$ cat src/rtl/pito_pkg.sv
// Shared types and constants for the pito instruction-memory loader.
package pito_pkg;

  typedef enum logic [2:0] {
    LD_IDLE = 3'd0,
    LD_HDR  = 3'd1,
    LD_DATA = 3'd2,
    LD_CSUM = 3'd3,
    LD_DONE = 3'd4,
    LD_ERR  = 3'd5
  } loader_state_t;

  localparam int unsigned LOADER_HDR_BYTES  = 4;
  localparam int unsigned LOADER_CSUM_BYTES = 4;
  localparam int unsigned LOADER_BYTE_CNT_W = 2;

  // States in which the loader consumes stream bytes.
  function automatic logic is_stream_state(input loader_state_t s);
    return (s == LD_HDR) || (s == LD_DATA) || (s == LD_CSUM);
  endfunction

endpackage

$ cat src/rtl/pito_byte_packer.sv
// Little-endian 8->32 packer; the word is presented combinationally on the cycle of its 4th byte.
module pito_byte_packer
  import pito_pkg::*;
(
  input  logic        i_clk,
  input  logic        i_rst_n,
  input  logic        i_clear,
  input  logic        i_byte_valid,
  input  logic [7:0]  i_byte,
  output logic [31:0] o_word_c,
  output logic        o_word_valid_c
);

  localparam logic [LOADER_BYTE_CNT_W-1:0] LAST_IDX = LOADER_BYTE_CNT_W'(LOADER_HDR_BYTES - 1);

  logic [LOADER_BYTE_CNT_W-1:0] r_cnt;
  logic [23:0]                  r_low;

  // Bytes shift in from the top so byte0 ends up in bits [7:0] after three bytes.
  always_ff @(posedge i_clk or negedge i_rst_n) begin
    if (!i_rst_n) begin
      r_cnt <= '0;
      r_low <= '0;
    end else if (i_clear) begin
      r_cnt <= '0;
      r_low <= '0;
    end else if (i_byte_valid) begin
      r_cnt <= r_cnt + LOADER_BYTE_CNT_W'(1);
      r_low <= {i_byte, r_low[23:8]};
    end
  end

  assign o_word_c       = {i_byte, r_low};
  assign o_word_valid_c = i_byte_valid & ~i_clear & (r_cnt == LAST_IDX);

endmodule

$ cat src/rtl/pito_imem_loader.sv
// Host byte-stream program loader driving the pito imem write port and program-mode line.
// Optional trailing checksum check enabled by defining PITO_LOADER_CSUM_EN.
module pito_imem_loader
  import pito_pkg::*;
#(
  parameter int unsigned IMEM_ADDR_W = 10,
  parameter int unsigned DATA_W      = 32
) (
  input  logic                   pito_io_clk,
  input  logic                   pito_io_rst_n,
  input  logic                   start_i,
  input  logic                   abort_i,
  input  logic [7:0]             s_data_i,
  input  logic                   s_valid_i,
  output logic                   s_ready_o,
  output logic [IMEM_ADDR_W-1:0] imem_addr_o,
  output logic [DATA_W-1:0]      imem_data_o,
  output logic                   imem_w_en_o,
  output logic                   pito_program_o,
  output logic                   load_done_o,
  output logic                   load_err_o
);

  localparam int unsigned CNT_W     = IMEM_ADDR_W + 1;
  localparam logic [31:0] CAP_WORDS = 32'(64'(1) << IMEM_ADDR_W);

`ifdef PITO_LOADER_CSUM_EN
  localparam loader_state_t ST_END = LD_CSUM;
`else
  localparam loader_state_t ST_END = LD_DONE;
`endif

  if (DATA_W != 32) begin : g_data_w_chk
    $error("pito_imem_loader: DATA_W must be 32");
  end

  loader_state_t    r_state;
  loader_state_t    w_state_nxt;
  logic [CNT_W-1:0] r_n;
  logic [CNT_W-1:0] r_wcnt;
  logic [CNT_W-1:0] w_wcnt_nxt;
  logic [31:0]      w_word;
  logic             w_word_valid;
  logic             w_hs;
  logic             w_start;
  logic             w_clear;
  logic             w_write;
`ifdef PITO_LOADER_CSUM_EN
  logic [31:0]      r_csum;
`endif

  assign w_hs       = s_valid_i & s_ready_o & ~abort_i;
  assign w_start    = start_i & ~abort_i &
                      ((r_state == LD_IDLE) || (r_state == LD_DONE) || (r_state == LD_ERR));
  assign w_clear    = abort_i | w_start;
  assign w_wcnt_nxt = r_wcnt + CNT_W'(1);
  assign w_write    = w_word_valid & (r_state == LD_DATA);

  pito_byte_packer u_packer (
    .i_clk          (pito_io_clk),
    .i_rst_n        (pito_io_rst_n),
    .i_clear        (w_clear),
    .i_byte_valid   (w_hs),
    .i_byte         (s_data_i),
    .o_word_c       (w_word),
    .o_word_valid_c (w_word_valid)
  );

  // Next-state decode; abort has priority over everything, including a same-cycle start.
  always_comb begin
    w_state_nxt = r_state;
    if (abort_i) begin
      w_state_nxt = LD_IDLE;
    end else if (w_start) begin
      w_state_nxt = LD_HDR;
    end else if (w_word_valid) begin
      case (r_state)
        LD_HDR: begin
          if (w_word == 32'd0)           w_state_nxt = ST_END;
          else if (w_word > CAP_WORDS)   w_state_nxt = LD_ERR;
          else                           w_state_nxt = LD_DATA;
        end
        LD_DATA: begin
          if (w_wcnt_nxt == r_n) w_state_nxt = ST_END;
        end
`ifdef PITO_LOADER_CSUM_EN
        LD_CSUM: begin
          w_state_nxt = (w_word == r_csum) ? LD_DONE : LD_ERR;
        end
`endif
        default: ;
      endcase
    end
  end

  // State and registered outputs; program stays high through the cycle of the last strobe.
  always_ff @(posedge pito_io_clk or negedge pito_io_rst_n) begin
    if (!pito_io_rst_n) begin
      r_state        <= LD_IDLE;
      r_n            <= '0;
      r_wcnt         <= '0;
      s_ready_o      <= 1'b0;
      imem_addr_o    <= '0;
      imem_data_o    <= '0;
      imem_w_en_o    <= 1'b0;
      pito_program_o <= 1'b0;
      load_done_o    <= 1'b0;
      load_err_o     <= 1'b0;
`ifdef PITO_LOADER_CSUM_EN
      r_csum         <= '0;
`endif
    end else begin
      r_state        <= w_state_nxt;
      s_ready_o      <= is_stream_state(w_state_nxt);
      pito_program_o <= is_stream_state(w_state_nxt) | w_write;
      imem_w_en_o    <= w_write;

      if (w_start) begin
        r_wcnt      <= '0;
        imem_addr_o <= '0;
        load_done_o <= 1'b0;
        load_err_o  <= 1'b0;
`ifdef PITO_LOADER_CSUM_EN
        r_csum      <= '0;
`endif
      end else begin
        if ((w_state_nxt == LD_DONE) && (r_state != LD_DONE)) load_done_o <= 1'b1;
        if ((w_state_nxt == LD_ERR) && (r_state != LD_ERR))   load_err_o  <= 1'b1;
      end

      if (w_word_valid && (r_state == LD_HDR)) r_n <= CNT_W'(w_word);

      if (w_write) begin
        imem_addr_o <= r_wcnt[IMEM_ADDR_W-1:0];
        imem_data_o <= w_word;
        r_wcnt      <= w_wcnt_nxt;
`ifdef PITO_LOADER_CSUM_EN
        r_csum      <= r_csum + w_word;
`endif
      end
    end
  end

endmodule

$ cat config.mk
export PLATFORM = sky130hd
export DESIGN_NAME = pito_imem_loader
export DESIGN_NICKNAME = d
export VERILOG_FILES = /design/src/rtl/pito_pkg.sv /design/src/rtl/pito_byte_packer.sv /design/src/rtl/pito_imem_loader.sv
export SDC_FILE = /design/constraint.sdc
export NUM_CORES = 1
export LEC_CHECK = 0
export ABC_AREA = 1
export CORE_MARGIN = 3
export CORE_UTILIZATION = 54
export DETAILED_ROUTE_END_ITERATION = 8
export HOLD_SLACK_MARGIN = 0.15
export MAX_ROUTING_LAYER = met4
export PLACE_DENSITY = 0.79
export SLEW_MARGIN = 30
export SYNTH_ARGS = -nofsm -noshare
export SYNTH_HDL_FRONTEND = slang
export SYNTH_SLANG_ARGS = --single-unit
$ cat constraint.sdc
create_clock -name pito_io_clk -period 2.3 [get_ports pito_io_clk]
set_clock_uncertainty 0.2 [all_clocks]
set_input_delay 0.575 -clock pito_io_clk [delete_from_list [all_inputs] [get_ports pito_io_clk]]
set_output_delay 0.575 -clock pito_io_clk [all_outputs]
set_load 0.05 [all_outputs]
==> results.py <==
metrics = {
    "die": {
        "die_area_mm2": 0.00904,
        "die_h_um": 95.1,
        "ios": 60,
        "initial_utilization": 0.572,
        "die_w_um": 95.1,
        "core.rowCount": 31,
        "coreArea_mm2": 0.00749,
    },
    "synthesis": {
        "synthSimpleGateAreaFrac": 0.216,
        "synth_fp_nets": 495,
        "syn_area_per_cell_um2": 8.93,
        "synth_fa_ha_area_frac": 0.00584,
        "synthXorXnorAreaFrac": 0.00204,
        "synth_top_family_by_area": "simple AND/OR/NAND/NOR gates",
        "yosys_warnings": 0,
        "synthMuxAreaShare": 0,
        "synth_cells": 480,
        "ys_seq_area_frac": 0.572,
        "syn_area_mm2": 0.00428,
        "netlist-cell-type-count": 26,
        "synth_seq_cells": 98,
        "synth_compound_area_frac": 0.129,
    },
    "detailed_routing": {
        "drt_wl_total_mm": 10.1,
        "vias": 3640,
        "drtAntennaViolNets": 0,
        "drt_iter0_markers": 197,
        "dr.pass1.iters": 4,
        "vias_per_cell": 5.42,
        "drc": 0,
        "wl_per_cell_um": 15.0,
    },
    "timing": {
        "period_needed_ns": 2.25,
        "drv_slew": 0,
        "rsz0062_at_grt": "yes",
        "finalHoldViolCount": 0,
        "setup_tns_ns": 0,
        "worst_slew_margin_rel": 0.659,
        "finalSetupViolations": 0,
        "worst_slew_pin_slew_ns": 0.514,
        "min_period_over_period": 0.980,
        "fmax_ghz": 0.444,
    },
    "global_routing": {
        "grt_use_total": 0.253,
        "antenna_found_initial": 0,
        "grt_pass1_wl_mm": 17.1,
        "grt_overflow_total": 0,
        "grt_max_degree": 37,
        "grt_pass1_vias": 3523,
    },
    "worst_hold_path": {
        "hold_class": "flop to flop",
    },
    "worst_setup_path": {
        "startpoint_type": "flop",
        "critPathCaptureType": "primary output",
        "crit_family": "buffers and inverters",
        "worst-path-max-fanout": 1,
        "criticalPathCategory": "flop to primary output",
        "cpPeakStageDelay_ns": 0.79,
        "cpMaxStageDelayCell": "clkdlybuf4s50_1",
        "cp.buffers_inverters": 1,
        "cp.arrival_ns": 1.48,
        "crit_path_cell_trace": "clkdlybuf4s50_1",
        "critPathRequiredTime_ns": 1.52,
    },
    "power": {
        "ir_drop_uv": 372,
        "p_sw_uw": 784,
        "p_int_mw": 2.46,
        "leakage_nw": 2.65,
        "power_frac_seq": 0.541,
        "p_comb_frac": 0.065,
        "powerDensity_mw_per_mm2": 599,
        "p_clk_frac": 0.394,
        "sw_frac_of_total": 0.242,
    },
    "final_layout": {
        "antenna_cells": 0,
        "area_growth_pct": 26.3,
        "drive_above_1_share": 0.227,
        "final_nets": 583,
        "instances_no_fill": 672,
        "utilization": 0.723,
    },
    "clock_network": {
        "cts.path.max_buffers": 2,
        "cts_buffers": 9,
        "cts_tree": "built",
        "worstSkewPairLatency_ns": 0.36,
        "numClockSinks": 98,
        "clockRootBuffer": "clkbuf_8",
        "clkSlewWorstSetupHoldPaths_ns": 0.10,
        "ctsHtreeMaxLevel": 3,
    },
    "run_status": {
        "status": "complete, no violations",
    },
    "place": {
        "place_inst": 653,
        "dpl.hpwl_mm": 7.36,
        "portBuffers": 59,
        "gp_congestion": 0.889,
    },
    "flow_run": {
        "cap_violations": 0,
    },
}
[Yosys cell counts, drive strengths merged]
cell      n  area share
a21oi     7       0.012
nand3    31       0.041
nand4    11       0.019
nand3b    5      0.0088
buf       8      0.0099
nor2     35       0.039
a21boi    1      0.0018
inv      64       0.056
o21ai    59       0.069
nor3      3      0.0035
xor2      1      0.0020
o22ai    32       0.047
ha        2      0.0058
dfrtp    98        0.57
clkbuf   10      0.0088
nand2   113        0.10
[cells in the final DEF, fill, tap and decap left out, drive strengths merged]
cell type	instances
nand4	11
a21oi	7
o22ai	32
dlygate4sd3	1
o21ai	59
nor3	3
ha	2
inv	66
bufinv	2
nand3	31
clkinvlp	1
nand3b	5
dlymetal6s2s	1
clkinv	2
buf	70
clkdlybuf4s50	12
nand2	113
a21boi	1
clkbuf	9
nor2	35
xor2	1
dlygate4sd2	11
dfrtp	98
[cells by family after synthesis]
| group | after synthesis |
|---|---|
| buf+inv | 82 |
| simple gates | 198 |
| xor+xnor | 1 |
| fa+ha+maj | 2 |
| flops | 98 |
| compound gates | 99 |
[through the flow]
stage          power, mW  hold WS (ns)  setup slack, ns  instance area (um^2)
3_3_place_gp        1.99         0.265           -0.144                  5120
3_5_place_dp        2.00         0.271           -0.287                  5120
5_1_grt             3.37         0.317          -0.0467                  5410
4_1_cts             3.26         0.289          0.00590                  5350
6_report            3.24         0.283           0.0455                  5410
2_1_floorplan       1.88        0.0794            0.235                  4280
[what timing repair did]
item	in CTS	in global routing
hold endpoints to repair	31	0
gates resized for setup	11	16
hold buffers	1	0
pin swaps	0	8
endpoints found under the setup margin	11	4
buffers inserted	0	2
[flip-flops by register name, indices dropped and copies added (netlist names)]
signal          cells
load_err_o          1
r_wcnt             11
imem_data_o        32
imem_w_en_o         1
r_state             3
load_done_o         1
s_ready_o           1
r_n                11
u_packer.r_low     24
imem_addr_o        10
u_packer.r_cnt      2
pito_program_o      1
[layout make-up]
cell class                      count  area (um^2)
Fill cell                         554         2080
Sequential cell                    98         2450
Clock buffer                        9          124
Multi-Input combinational cell    300         1550
Tap cell                           99          124
Timing Repair Buffer               95          806
Clock inverter                      7          109
Inverter                           64          244
[final timing paths]
kind / cells past startpoint / endpoint / start / slack, ns
max: 1 / imem_w_en_o / imem_w_en_o / 0.05
min: 1 / u_packer.r_cnt[0] / u_packer.r_cnt[0] / 0.28
max reg2reg: 13 / load_done_o / r_wcnt[1] / 0.05
min reg2reg: 1 / u_packer.r_cnt[0] / u_packer.r_cnt[0] / 0.28
max in group asynchronous: 3 / load_done_o / pito_io_rst_n / 0.85
min in group asynchronous: 2 / imem_data_o[29] / pito_io_rst_n / 0.48
[layer usage]
layer / wire length (um) / share of wire / GRT usage
met1: 4500 / 0.45 / 0.342
met2: 4800 / 0.48 / 0.393
met3: 555 / 0.055 / 0.0347
met4: 207 / 0.021 / 0.0986
met5: 0 / 0 / -
[worst reg2reg max path, cell delays in order (launching register included)]
cell     delay (ns)
dfrtp_2        0.46
ha_4           0.28
inv_2          0.04
nand2_2        0.05
nand2_1        0.04
nor2_1         0.11
nand3_1        0.08
nor2_1         0.09
nand3_1        0.10
nor2_2         0.15
nand4_2        0.12
a21oi_4        0.22
nand3_2        0.11
a21oi_2        0.14
[power by group through the flow]
| stage | logic [mW] | clock network (mW) | registers (mW) |
|---|---|---|---|
| 3_3_place_gp | 0.206 | 0 | 1.79 |
| 3_5_place_dp | 0.210 | 0 | 1.79 |
| 2_1_floorplan | 0.0775 | 0 | 1.80 |
| 6_report | 0.211 | 1.28 | 1.75 |
| 5_1_grt | 0.234 | 1.38 | 1.76 |
| 4_1_cts | 0.212 | 1.30 | 1.75 |
Power figures use the tool's default switching activity.
